### config.mk
export PLATFORM = sky130hd
export DESIGN_NAME = muldiv_unit
export DESIGN_NICKNAME = d
export VERILOG_FILES = /design/src/rtl/muldiv_unit.sv
export SDC_FILE = /design/constraint.sdc
export NUM_CORES = 1
export LEC_CHECK = 0
export CORE_MARGIN = 8
export CORE_UTILIZATION = 60
export DETAILED_ROUTE_END_ITERATION = 12
export MAX_ROUTING_LAYER = met4
export PLACE_DENSITY = 0.83
export SETUP_SLACK_MARGIN = 0.5
export SYNTH_ARGS = -nofsm -noshare
export SYNTH_HDL_FRONTEND = slang
export SYNTH_SLANG_ARGS = --single-unit
### constraint.sdc
create_clock -name clk -period 8.1 [get_ports clk]
set_clock_uncertainty 0.2 [all_clocks]
set_input_delay 0.81 -clock clk [delete_from_list [all_inputs] [get_ports clk]]
set_output_delay 0.81 -clock clk [all_outputs]
set_load 0.01 [all_outputs]
### src/rtl/muldiv_unit.sv
// muldiv_unit: iterative HI/LO multiply/divide unit (MULT/MULTU/DIV/DIVU/MTHI/MTLO)
// Defining MULDIV_MADD_EN adds MADD/MADDU, accumulating the product into {hi,lo}.
module muldiv_unit #(
   parameter int WIDTH = 32
) (
   input  logic             clk,
   input  logic             rst,
   input  logic             start,
   input  logic [2:0]       op,
   input  logic [WIDTH-1:0] A,
   input  logic [WIDTH-1:0] B,
   output logic             busy,
   output logic             done,
   output logic             dz,
   output logic [WIDTH-1:0] hi,
   output logic [WIDTH-1:0] lo
);
   localparam int CW = $clog2(WIDTH + 1);
   typedef enum logic [1:0] {IDLE, CALC, FIN} state_t;
   state_t state;
   logic [CW-1:0] cnt;
   logic [2*WIDTH-1:0] prod, prod_n, res, fin;
   logic [WIDTH-1:0] mcand, ma, mb, q, r;
   logic [WIDTH:0] sum, t, d;
   logic is_div, neg_q, neg_r, sgn, sa, sb, op_mul, op_div;
`ifdef MULDIV_MADD_EN
   logic acc;
`endif
   always_comb begin
      sgn = ~op[0];
`ifdef MULDIV_MADD_EN
      op_mul = op[2:1] == 2'b00 || op[2:1] == 2'b11;
`else
      op_mul = op[2:1] == 2'b00;
`endif
      op_div = op[2:1] == 2'b01;
      sa = sgn & A[WIDTH-1];
      sb = sgn & B[WIDTH-1];
      ma = sa ? -A : A;
      mb = sb ? -B : B;
      // multiply: prod = {partial, multiplier}; divide: prod = {remainder, dividend/quotient}
      sum = {1'b0, prod[2*WIDTH-1:WIDTH]} + (prod[0] ? {1'b0, mcand} : '0);
      t = {prod[2*WIDTH-1:WIDTH], prod[WIDTH-1]};
      d = t - {1'b0, mcand};
      prod_n = !is_div ? {sum, prod[WIDTH-1:1]}
             : d[WIDTH] ? {t[WIDTH-1:0], prod[WIDTH-2:0], 1'b0}
             : {d[WIDTH-1:0], prod[WIDTH-2:0], 1'b1};
      // a zero divisor leaves |A| in the remainder, so the sign fix alone restores hi = A
      q = mcand == '0 ? {WIDTH{1'b1}} : neg_q ? -prod[WIDTH-1:0] : prod[WIDTH-1:0];
      r = neg_r ? -prod[2*WIDTH-1:WIDTH] : prod[2*WIDTH-1:WIDTH];
      res = is_div ? {r, q} : neg_q ? -prod : prod;
`ifdef MULDIV_MADD_EN
      fin = acc ? {hi, lo} + res : res;
`else
      fin = res;
`endif
   end
   always_ff @(posedge clk or posedge rst) begin
      if (rst) begin
         state <= IDLE;
         cnt <= '0;
         prod <= '0;
         mcand <= '0;
         is_div <= 1'b0;
         neg_q <= 1'b0;
         neg_r <= 1'b0;
         busy <= 1'b0;
         done <= 1'b0;
         dz <= 1'b0;
         hi <= '0;
         lo <= '0;
`ifdef MULDIV_MADD_EN
         acc <= 1'b0;
`endif
      end else begin
         done <= 1'b0;
         case (state)
            IDLE: if (start) begin
               if (op == 3'b100) hi <= A;
               if (op == 3'b101) lo <= A;
               if (op_mul || op_div) begin
                  state <= CALC;
                  busy <= 1'b1;
                  cnt <= '0;
                  is_div <= op_div;
                  mcand <= op_div ? mb : ma;
                  prod <= {{WIDTH{1'b0}}, op_div ? ma : mb};
                  neg_q <= sa ^ sb;
                  neg_r <= sa;
                  if (op_div) dz <= 1'b0;
`ifdef MULDIV_MADD_EN
                  acc <= op[2];
`endif
               end
            end
            CALC: begin
               prod <= prod_n;
               cnt <= cnt + 1'b1;
               if (cnt == CW'(WIDTH - 1)) state <= FIN;
            end
            default: begin
               {hi, lo} <= fin;
               done <= 1'b1;
               busy <= 1'b0;
               state <= IDLE;
               if (is_div) dz <= mcand == '0;
            end
         endcase
      end
   end
endmodule
# == After elaboration in Yosys (flattened, before gate mapping) ==
# Cells that the tools add are included.
# word_totals
regBits,174
input_bits,70
out_inout_bits,67
wordCells,87
# classes
addsub,8
n_eq_ne,11
mux,37
n_bitwise,5
n_reduce_logical,14
# op_table
operator,n
$mux 32,12
$mux 64,6
$neg 32->32,4
$pmux 32 s2,2
$pmux 64 s2,1
$neg 64->64,1
$add 32x32->33,1
$sub 33x32->33,1
$logic_not 32->1,1
$reduce_and 3->1,6
$mux 6,2
$ne 2x2->1 const B,6
$pmux 6 s2,1
$mux 1,7
$add 6x1->6 const B,1
$eq 3x3->1 const B,2
$eq 6x5->1 const B,1
$mux 2,3
$reduce_and 5->1,1
$eq 2x1->1 const B,2
$logic_not 2->1,2
$pmux 1 s2,2
$pmux 2 s2,1
$reduce_bool 2->1,2
5 further kinds,7

# == Longest topological paths before layout ==
# Gate-level depths: netlist of the first run.
# logic_depth
ltp_word,7
ltp_mapped,15
depth_no_buf,14

# == Least setup slack after synthesis of the first run ==
# No wires, ideal clock.
# synth_path
path_kind,register -> register
start,register prod[0]
end,register prod[60]
setup_ps,126
t_arrival_ps,3287
t_required_ps,7774
path_slack_ps,4487
path_stages_with_launch,16
n_path_buf,2
synth_period_minus_slack_ps,3613
cell_sequence,dfrtp_1 -> clkbuf_1 -> inv_1 -> clkbuf_1 -> nor2_1 -> ha_1 -> a21oi_1 -> o21ai_0 -> nor4_1 -> a22oi_1 -> a2111oi_2 -> o21ai_1 -> a211o_1 -> a21oi_1 -> xnor2_1 -> a221o_1
# synth_via
elab_chain_len,4
# synth_rtl
item,line,text
"start, declared",22,"logic [2*WIDTH-1:0] prod, prod_n, res, fin;"
"start signal, assigned",87,"prod <= {{WIDTH{1'b0}}, op_div ? ma : mb};"
"start signal, assigned",97,prod <= prod_n;
$mux 32,42,"sum = {1'b0, prod[2*WIDTH-1:WIDTH]} + (prod[0] ? {1'b0, mcand} : '0);"
$add 32x32->33,42,
$mux 64,45,"prod_n = !is_div ? {sum, prod[WIDTH-1:1]}"
$pmux 64 s2,77,case (state)
# No other way between the ends.
# A chain may end at the register's enable or synchronous reset.

# == Final worst setup path of the first run ==
# layout_path
start,register prod[32]
end,register prod[62]
# layout_via
elab_chain_len,4
elab_cells_between_ends,5
cone_classes,add/sub: 2; mux: 3
# layout_rtl
item,line,text
$sub 33x32->33,44,"d = t - {1'b0, mcand};"
$mux 64,46,": d[WIDTH] ? {t[WIDTH-1:0], prod[WIDTH-2:0], 1'b0}"
$mux 64 (*),45,
$pmux 64 s2 (*),77,
# Mark *: on every way between the ends. The rest lies on a longest branch, timed or not.

==> results of run 1 <==
## routing by layer
metal / up-vias / track usage (%) / routed length [um]
li1: 6980 / - / -
met1: 7322 / 47.48 / 21660
met2: 1020 / 48.37 / 22150
met3: 150 / 9.889 / 7331
met4: 0 / 16.96 / 2740
met5: - / - / 0
## path summary, 6_finish.rpt
check | start | to | depth (start not counted)
min in group asynchronous | rst | hi[15] | 2
min | hi[6] | hi[6] | 2
max in group asynchronous | rst | is_div | 3
max | prod[32] | prod[62] | 13
max reg2reg | prod[32] | prod[62] | 13
min reg2reg | hi[6] | hi[6] | 2
## cell type report
type | count | area, um^2 | share of cell area, %
clock inverter | 15 | 192.7 | 1.132
sequential | 174 | 4355 | 25.60
multi-input combinational | 1552 | 9873 | 58.03
tap | 324 | 405.4 | 2.383
clock buffer | 17 | 425.4 | 2.500
inverter | 69 | 264.0 | 1.552
timing repair buffer | 155 | 1499 | 8.809
## critical path, delay by kind of cell, from the launching register on
| kind | cells | cell delay (ns) |
|---|---|---|
| AO/OA/AOI/OAI | 7 | 1.47 |
| XOR/XNOR | 1 | 0.54 |
| buffers and inverters | 2 | 0.59 |
| multiplexers | 1 | 0.39 |
| flip-flops | 1 | 0.52 |
| AND/OR/NAND/NOR | 1 | 0.19 |
| adder cells (fa/ha/maj) | 1 | 0.45 |
## logic make-up after synthesis
family          after synthesis  synth area share, %
xor+xnor                    170                10.01
compound gates              635                26.14
simple gates                618                19.72
mux                          58                4.071
flops                       174                29.27
fa+ha+maj                    71                6.072
buf+inv                     183                4.718
## where the power goes
part           leakage, nW  internal (W)  switching [W]
registers             2.12       0.00126       0.000597
logic                 4.74       0.00195        0.00260
clock network        0.304      0.000473       0.000427
total                 7.16       0.00367        0.00362
## Yosys cell counts (12+ instances only)
library cell / count
a211oi_1: 12
a21o_1: 21
a21oi_1: 162
a22oi_1: 16
a31oi_1: 23
and3_1: 23
clkbuf_1: 97
dfrtp_1: 174
ha_1: 69
inv_1: 69
mux2_2: 20
mux2i_1: 38
nand2_1: 215
nand2b_1: 24
nand3_1: 23
nand4_1: 13
nor2_1: 183
nor2b_1: 15
nor3_1: 32
nor4_1: 19
o211ai_1: 35
o21ai_0: 201
o21ai_1: 14
o21bai_1: 14
o22ai_1: 32
o31ai_1: 23
or3_1: 21
xnor2_1: 103
xor2_1: 67
## per-stage QoR
| stage | power [W] | cell area [um^2] | utilization, % | hold slack [ns] | cells |
|---|---|---|---|---|---|
| 4_1_cts | 0.007151 | 17020 | 69.96 | 0.2863 | 2306 |
| 5_1_grt | 0.007746 | 17020 | 69.96 | 0.3026 | 2306 |
| 6_report | 0.007297 | 17020 | 69.96 | 0.2818 | 2306 |
| 3_5_place_dp | 0.006243 | 16400 | 67.42 | 0.2708 | 2274 |
| 2_1_floorplan | 0.004819 | 14880 | - | 0.2466 | 1909 |
| 3_3_place_gp | 0.006140 | 16400 | 67.42 | 0.2610 | 2274 |
## registers in the layout (all words and copies together), names as in the netlist, 2 cells and up
register / count
mcand: 32
hi: 32
lo: 32
cnt: 6
prod: 64
state: 2
==> flow_summary.json, run 1 <==
{
  "vias": 15472,
  "grt_max_degree": 107,
  "slew_violations": 0,
  "maxCapViolations": 0,
  "gp_congestion": 1.020,
  "clkLatencyLatePin_ns": 0.45,
  "ys_seq_area_share_pct": 29.27,
  "start_util_pct": 61.17,
  "netlist_area_um2": 14880,
  "layout-drive-gt1-share_pct": 5.399,
  "ctsHoldBuffers": 0,
  "portBuffers": 136,
  "arrival_ns": 4.60,
  "async_flop_share_pct": 100.0,
  "cpPeakStageDelay_ns": 0.54,
  "rsz0062_at_grt": "false",
  "routed_wl_um": 53880,
  "hp-class": "reg2reg",
  "io_pins": 137,
  "postCtsSetupBuffers": 0,
  "critical_path.most_common_cell": "a21oi_1",
  "htree_levels": 4,
  "grt_pass1_vias": 14104,
  "drc": 0,
  "slew_headroom_pct": 23.93,
  "synth_fp_nets": 2050,
  "crit_slowest_cell": "xor2_4",
  "required_ns": 8.20,
  "postSynthAreaPerCell_um2": 7.793,
  "yosys.area.top_type": "dfrtp_1",
  "powerDensity_nw_per_um2": 428.8,
  "path_cells": "inv_1 -> fa_1 -> nand2b_1 -> a21oi_1 -> o21ai_1 -> a21oi_1 -> a211oi_1 -> a21oi_1 -> xor2_4 -> buf_4 -> mux2_2 -> a22oi_1 -> o21ai_0",
  "die_h_um": 173.5,
  "pre_cts_ws_ns": 3.638,
  "cts_sinks": 174,
  "antenna_found_initial": 0,
  "yosysTopAreaCellShare_pct": 29.27,
  "start_kind": "flop",
  "cts_tree": "yes",
  "worst_slew_pin_slew_ns": 1.138,
  "ant_nets": 0,
  "area_delta_synth_final_pct": 14.37,
  "clk_pin_slew_worst_paths_ns": 0.08,
  "fin_nets": 2110,
  "nFillCells": 2025,
  "finalCriticalPeriod_ns": 4.508,
  "grt_first_pass_wirelength_um": 82370,
  "synth_cells": 1909,
  "avgRoutedWirePerCell_um": 23.37,
  "ys_top_cells_by_area": "dfrtp_1 29%, o21ai_0 6.8%, xnor2_1 6.1%",
  "setup_viol": 0,
  "post-route-period-util_pct": 55.65,
  "clk_path_buf_depth": 2,
  "critPathKind": "reg2reg",
  "gr-total-overflow": 0,
  "synthFlopType": "dfrtp_1",
  "path_max_fanout": 24,
  "dr.pass1.iters": 9,
  "final.setup.tns_ns": 0,
  "yosysWarnings": 0,
  "grt_util_all_layers_pct": 35.41,
  "max_freq_ghz": 0.2218,
  "rows": 57,
  "hold_viol": 0,
  "final.setup.worst_slack_ns": 3.592,
  "p_leak_nw": 7.164,
  "design.die.area_um2": 30090,
  "cts_made_buffers": 17,
  "synth.distinct_cells": 76,
  "synth.ff_latch_count": 174,
  "fp.dieW_um": 173.5,
  "n_antenna_cell": 0,
  "cts_resized": 0,
  "core_um2": 24320,
  "final_common_cell": "nand2_1",
  "vias_per_cell": 6.709,
  "layout_common_cells": "215 x nand2_1, 201 x o21ai_0, 180 x nor2_1",
  "ff2ff_setup_slack_ns": 3.59,
  "cts_root_buf": "clkbuf_16",
  "status": "finished clean",
  "dr.first_iter.drc_count": 2569,
  "endpoint_kind": "flop",
  "hpwl_um": 40150,
  "peakVddDrop_mv": 0.2654,
  "synth_edf_count": 0
}
Power figures use the tool's default switching activity.
==> inputs of run 2 (changes only) <==
==> constraint.sdc (replaced) <==
create_clock -name clk -period 4.65 [get_ports clk]
set_clock_uncertainty 0.2 [all_clocks]
set_input_delay 0.465 -clock clk [delete_from_list [all_inputs] [get_ports clk]]
set_output_delay 0.465 -clock clk [all_outputs]
set_load 0.01 [all_outputs]
==> flow_summary.json, run 2 (same netlist as run 1, synthesis figures left out) <==
{
  "status": "finished clean",
  "start_kind": "flop",
  "area_delta_synth_final_pct": 16.13,
  "rows": 57,
  "clkLatencyLatePin_ns": 0.45,
  "p_leak_nw": 7.310,
  "largest_reg_flops": 64,
  "switching_share_pct": 49.03,
  "switchingPower_w": 0.006378,
  "pwr-share-seq_pct": 24.4,
  "fp.dieW_um": 173.5,
  "finalPower_w": 0.01301,
  "ctsHoldBuffers": 0,
  "cts_tree": "yes",
  "cts_root_buf": "clkbuf_16",
  "finalCriticalPeriod_ns": 3.945,
  "grt_pass1_vias": 14587,
  "hp-class": "reg2reg",
  "dp_cells": 2299,
  "portBuffers": 136,
  "core_um2": 24320,
  "final_common_cell": "nand2_1",
  "clk_pin_slew_worst_paths_ns": 0.08,
  "required_ns": 4.75,
  "vias": 15591,
  "cpPeakStageDelay_ns": 0.39,
  "vias_per_cell": 6.657,
  "gp_congestion": 1.023,
  "start_util_pct": 61.17,
  "critical_path.most_common_cell": "buf_4",
  "path_max_fanout": 14,
  "crit_slowest_cell": "dfrtp_1",
  "worst_slew_pin_slew_ns": 1.251,
  "htree_levels": 4,
  "hold_viol": 0,
  "slew_violations": 0,
  "antenna_found_initial": 1,
  "fin_nets": 2144,
  "cts_made_buffers": 17,
  "critPathKind": "reg2reg",
  "rsz0062_at_grt": "false",
  "fin_area_um2": 17280,
  "cts_sinks": 174,
  "io_pins": 137,
  "ant_nets": 0,
  "maxCapViolations": 0,
  "setup_viol": 0,
  "comb_power_share_pct": 64.1,
  "clk_path_buf_depth": 2,
  "arrival_ns": 4.04,
  "layout_common_cells": "215 x nand2_1, 201 x o21ai_0, 180 x nor2_1",
  "dr.pass1.iters": 8,
  "hpwl_um": 41930,
  "die_h_um": 173.5,
  "dpl_cell_area_um2": 16600,
  "grt_first_pass_wirelength_um": 83860,
  "powerDensity_nw_per_um2": 752.9,
  "avgRoutedWirePerCell_um": 23.25,
  "routed_wl_um": 54450,
  "grt_max_degree": 73,
  "internal_power_w": 0.006630,
  "peakVddDrop_mv": 0.4166,
  "endpoint_kind": "flop",
  "post-route-period-util_pct": 84.85,
  "top_register": "prod",
  "pwr-share-clk_pct": 11.5,
  "layout-drive-gt1-share_pct": 7.044,
  "gr-total-overflow": 0,
  "drc": 0,
  "max_freq_ghz": 0.2535,
  "path_cells": "inv_1 -> nor2_1 -> ha_1 -> nand3_1 -> a2bb2oi_1 -> or3_1 -> a22oi_1 -> buf_4 -> a2111oi_2 -> buf_4 -> o21ai_1 -> a21oi_1 -> o31ai_1 -> xnor2_1 -> o21ai_0",
  "slew_headroom_pct": 16.57,
  "final.setup.tns_ns": 0,
  "dr.first_iter.drc_count": 2074,
  "grt_util_all_layers_pct": 36.01,
  "design.die.area_um2": 30090,
  "finalNonFillerCells": 2342
}
run 2: power by group through the flow:
stage / clock (W) / combinational [W] / sequential (W)
floorplan: 0 / 0.00552 / 0.00288
finish: 0.00150 / 0.00833 / 0.00318
global route: 0.00155 / 0.00905 / 0.00322
detailed placement: 0 / 0.00790 / 0.00314
global placement: 0 / 0.00773 / 0.00310
CTS: 0.00149 / 0.00795 / 0.00311
run 2: layer usage:
metal | wire length [um] | track usage, %
met3 | 7080 | 10.78
met5 | 0 | -
met4 | 2664 | 16.31
met1 | 22190 | 47.34
met2 | 22520 | 50.23
run 2: layout make-up:
type	instances	area, um^2
Clock inverter	13	150.1
Fill cell	2017	7043
Sequential cell	174	4355
Multi-Input combinational cell	1552	9876
Timing Repair Buffer	189	1779
Clock buffer	19	442.9
Antenna cell	2	5.005
Inverter	69	262.8
Tap cell	324	405.4
run 2: metrics by stage:
stage | hold WS [ns] | setup slack [ns] | utilization [%]
final | 0.2787 | 0.7046 | 71.04
after detailed placement | 0.2694 | 0.5432 | 68.27
after global placement | 0.2610 | 0.7090 | 68.27
after global routing | 0.3188 | 0.5348 | 71.04
after CTS | 0.2865 | 0.5936 | 70.71
after floorplan | 0.2466 | 1.037 | -
run 2: critical path: cells and delay by family, from the launching register on:
kind | cells | cell delay (ns)
buf+inv | 3 | 0.73
fa+ha+maj | 1 | 0.38
xor+xnor | 1 | 0.15
flops | 1 | 0.39
compound gates | 7 | 1.40
simple gates | 3 | 0.56
run 2: worst paths after layout:
| path | start | to | slack [ns] | cells after the start |
|---|---|---|---|---|
| worst min register to register | lo[12] | lo[12] | 0.28 | 2 |
| worst max-delay path | prod[0] | prod[62] | 0.70 | 15 |
| worst max register to register | prod[0] | prod[62] | 0.70 | 15 |
| min in group asynchronous | rst | hi[16] | 0.38 | 2 |
| worst min-delay path | lo[12] | lo[12] | 0.28 | 2 |
| max in group asynchronous | rst | is_div | 2.96 | 3 |
run 2: repair_timing:
| action | 4_1_cts | 5_1_grt |
|---|---|---|
| gates resized for setup | 0 | 2 |
| endpoints found under the setup margin | 0 | 21 |
| buffers inserted | 0 | 9 |
